[config.mk]
export PLATFORM = sky130hd
export DESIGN_NAME = life_step_engine
export DESIGN_NICKNAME = d
export VERILOG_FILES = /design/src/rtl/life_step_engine.sv
export SDC_FILE = /design/constraint.sdc
export NUM_CORES = 1
export LEC_CHECK = 0
export ABC_AREA = 1
export BUFFER_PORTS_ARGS = -buffer_cell sky130_fd_sc_hd__buf_2
export CORE_MARGIN = 2
export CORE_UTILIZATION = 60
export CTS_BUF_LIST = sky130_fd_sc_hd__clkbuf_4
export CTS_CLUSTER_SIZE = 24
export DETAILED_ROUTE_END_ITERATION = 7
export GPL_TIMING_DRIVEN = 0
export HOLD_SLACK_MARGIN = 0.15
export PLACE_DENSITY = 0.91
export SYNTH_ARGS = -nofsm -noshare
export SYNTH_HDL_FRONTEND = slang
export SYNTH_SLANG_ARGS = --single-unit
[constraint.sdc]
create_clock -name clk -period 9.6 [get_ports clk]
set_input_delay 0.96 -clock clk [delete_from_list [all_inputs] [get_ports clk]]
set_output_delay 0.96 -clock clk [all_outputs]
set_load 0.005 [all_outputs]
[src/rtl/life_step_engine.sv]
// One Game-of-Life (B3/S23) generation over a row-packed grid. A 3-row window slides down the grid.
// Each output row is written every 2 cycles. No wrap-around at the grid edges.
module life_step_engine #(
  parameter int COLS = 40,
  parameter int ROWS = 30,
  parameter int AW   = 5,
  parameter int CW   = 11
) (
  input  logic            clk,
  input  logic            reset,
  input  logic            start,
  output logic            busy,
  output logic            done,
  output logic [AW-1:0]   rd_addr,
  input  logic [COLS-1:0] rd_data,
  output logic            wr_en,
  output logic [AW-1:0]   wr_addr,
  output logic [COLS-1:0] wr_data,
  output logic [CW-1:0]   live_count,
  output logic            changed
);

  typedef enum logic [2:0] {
    S_IDLE, S_PRE, S_PRE_W, S_RD, S_WR, S_DONE
  } state_t;

  state_t          state, state_nx;
  logic [AW-1:0]   row;
  logic [COLS-1:0] prv, cur, nxt, nrow;
  logic            last_row;

  function automatic logic [CW-1:0] popcnt(input logic [COLS-1:0] v);
    logic [CW-1:0] c;
    c = '0;
    for (int i = 0; i < COLS; i++) c = c + CW'(v[i]);
    return c;
  endfunction

  assign last_row = (row == AW'(ROWS - 1));
  // Row below the last one is outside the grid and therefore dead.
  assign nxt = last_row ? '0 : rd_data;

  // Shifting left brings bit i-1 into position i; zeros fill the edges.
  always_comb begin
    logic [COLS-1:0] pl, pr, cl, cr, nl, nr;
    logic [3:0]      n;
    pl = prv << 1;
    pr = prv >> 1;
    cl = cur << 1;
    cr = cur >> 1;
    nl = nxt << 1;
    nr = nxt >> 1;
    nrow = '0;
    for (int i = 0; i < COLS; i++) begin
      n = 4'(pl[i]) + 4'(prv[i]) + 4'(pr[i]) + 4'(cl[i]) + 4'(cr[i]) +
          4'(nl[i]) + 4'(nxt[i]) + 4'(nr[i]);
      nrow[i] = (n == 4'd3) || (cur[i] && (n == 4'd2));
    end
  end

  always_comb begin
    state_nx = state;
    case (state)
      S_IDLE:  if (start) state_nx = S_PRE;
      S_PRE:   state_nx = S_PRE_W;
      S_PRE_W: state_nx = S_RD;
      S_RD:    state_nx = S_WR;
      S_WR:    state_nx = last_row ? S_DONE : S_RD;
      S_DONE:  state_nx = S_IDLE;
      default: state_nx = S_IDLE;
    endcase
  end

  always_comb begin
    busy    = (state != S_IDLE);
    done    = (state == S_DONE);
    wr_en   = (state == S_WR);
    rd_addr = (state == S_RD) ? row + AW'(1) : '0;
    wr_addr = wr_en ? row : '0;
    wr_data = wr_en ? nrow : '0;
  end

  always_ff @(posedge clk) begin
    if (reset) begin
      state      <= S_IDLE;
      row        <= '0;
      prv        <= '0;
      cur        <= '0;
      live_count <= '0;
      changed    <= 1'b0;
    end else begin
      state <= state_nx;
      case (state)
        S_PRE: begin
          row        <= '0;
          live_count <= '0;
          changed    <= 1'b0;
        end
        S_PRE_W: begin
          cur <= rd_data;
          prv <= '0;
        end
        S_WR: begin
          prv        <= cur;
          cur        <= nxt;
          row        <= row + AW'(1);
          live_count <= live_count + popcnt(nrow);
          changed    <= changed | (|(nrow ^ cur));
        end
        default: ;
      endcase
    end
  end

endmodule

==> reports/results.ini <==
[global_route]
grt_pass1_vias = 12500
gr-usage-all-layers = 0.339
grt_pass1_wl_um = 60000
antenna_found_initial = 1
grt_max_degree = 19
grt_overflow_total = 0

[outcome]
status = finished clean

[yosys]
synth_edf_count = 0
synth_flop_cell = dfxtp_1
synth_area_um2 = 13100
synth_seq_cells = 100
synth_cell_types = 40
yosysSeqAreaShare = 0.153
async_flop_share = 0
syn_inst = 1702
syn-num-nets = 2074
syn_avg_cell_area_um2 = 7.68
ys.warnings.count = 0

[detailed_routing]
drtIter0Drc = 1275
vias = 12400
first_pass_iters = 5
routed_wl_um = 37900
drtAntennaViolNets = 0
post_drt_wl_per_cell_um = 18.0
drc = 0
via_per_inst = 5.86

[job]
cap_viol_max_count = 0

[timing]
slew_viol_final = 0
fin_tns_setup_ps = 0
relSlewSlack = 0.501
fin_crit_sh = 0.966
layout_min_cycle_time_ps = 9270
fmax_mhz = 108
finalSetupViolations = 0
tightest_slew_ps = 748
hold_violations = 0
fin_skew_ps = 27.9

[placed_design]
portBuffers = 106
dpl_cell_area_um2 = 13900
gp_congestion = 0.948
dp_cells = 2083
hpwl_um = 30400

[worst_setup_path]
worstPathRequired_ps = 10090
critPathMaxStageDelay_ps = 570
reg2reg_slack_ps = 330
path_class = flip-flop to flip-flop
cp_common_cell = fa_1
slowest_stage = fa_1
arrival_ps = 9770
critPathLaunchType = flip-flop
end_kind = flip-flop
cp_max_fo = 10

[clock_network]
clkLatencyLatePin_ps = 540
cts_tree = built
numCtsBuffers = 9
cts.htree.levels = 3
clockRootBuffer = clkbuf_4
cts_sinks = 100
clk_pin_slew_ps = 170
cts_buffer_depth = 2

[floorplanning]
rows = 53
core_area_um2 = 21200
die_h_um = 152
num_io_pins = 108
start_util = 0.616
dieArea_um2 = 23000
die_w_um = 152

[layout]
fill_cells = 1645
final_core_util = 0.670
multi_input_area_um2 = 9540
synthToLayoutAreaGrowth_pct = 8.82
regArea_um2 = 2000
fin_nets = 2199
final_area_um2 = 14200
drive_gt1_frac = 0.106
instances_no_fill = 2108

[min_path]
hp-class = flip-flop to flip-flop

per-stage QoR:
stage	setup WS, ps	hold WS, ps
4_1_cts	79.9	498
3_5_place_dp	-206	457
5_1_grt	-39.9	524
6_report	327	514
3_3_place_gp	-117	453
2_1_floorplan	1040	449
per-layer routing:
layer | global-route usage | wire length (um)
met3 | 0.0641 | 3790
met5 | 0 | 0
met4 | 0.223 | 2820
met2 | 0.544 | 17300
met1 | 0.419 | 13900
cells in the final DEF (no fill, tap or decap), types with 12 or more instances in the layout:
| cell type | n |
|---|---|
| nand4_1 | 27 |
| o21ai_1 | 12 |
| a21boi_1 | 12 |
| nand3_1 | 83 |
| inv_1 | 361 |
| nor2_1 | 144 |
| o211ai_1 | 13 |
| fa_1 | 187 |
| nor2_2 | 16 |
| o21ai_0 | 49 |
| dfxtp_1 | 98 |
| buf_2 | 124 |
| nand2_1 | 335 |
| a21oi_1 | 114 |
| ha_1 | 140 |
| clkbuf_1 | 15 |
logic make-up after synthesis:
kind of cell,share of synthesized area
buffers and inverters,0.120
AND/OR/NAND/NOR,0.208
AO/OA/AOI/OAI,0.0905
flip-flops,0.153
adder cells (fa/ha/maj),0.424
XOR/XNOR,0.00402
synthesized netlist by cell type (all sizes together), types with 14 or more instances:
master | instances | area, um2
a21boi | 14 | 105
a21oi | 115 | 579
buf | 26 | 129
clkbuf | 18 | 68.8
dfxtp | 100 | 2000
fa | 189 | 3780
ha | 140 | 1750
inv | 366 | 1370
nand2 | 341 | 1300
nand3 | 86 | 445
nand4 | 28 | 181
nor2 | 162 | 649
o21ai | 62 | 314
critical path: cells and delay by family (launching register included):
family          cells  cell delay [ps]
compound gates      6              920
flops               1              390
simple gates        8              850
fa+ha+maj          14             6260
buf+inv             8              780
sequential cells by signal, summed over array words and instances (netlist names):
signal,count
prv,40
changed,1
cur,40
live_count,11
state,3
row,5
repair_timing:
action | in CTS | in global routing
hold endpoints to repair | 0 | 0
gates resized for setup | 4 | 28
hold buffers | 0 | 0
pin swaps | 0 | 6
endpoints found under the setup margin | 3 | 3
buffers inserted | 0 | 9
worst paths after layout:
kind,start,to,cells after the start
max,row[1],live_count[10],36
min,prv[0],prv[0],2
max reg2reg,row[1],live_count[10],36
min reg2reg,prv[0],prv[0],2
area by class of cell:
type / instances / area share
Tap cell: 275 / 0.0242
Antenna cell: 1 / 0.000176
Buffer: 43 / 0.0143
Timing Repair Buffer: 115 / 0.0423
Sequential cell: 100 / 0.141
Clock inverter: 7 / 0.00466
Clock buffer: 9 / 0.00475
Inverter: 366 / 0.0975
Multi-Input combinational cell: 1192 / 0.671
Power is left out: the tool's default activity adds up to more than one toggle a clock period on the data nets, which glitch-free logic cannot reach.
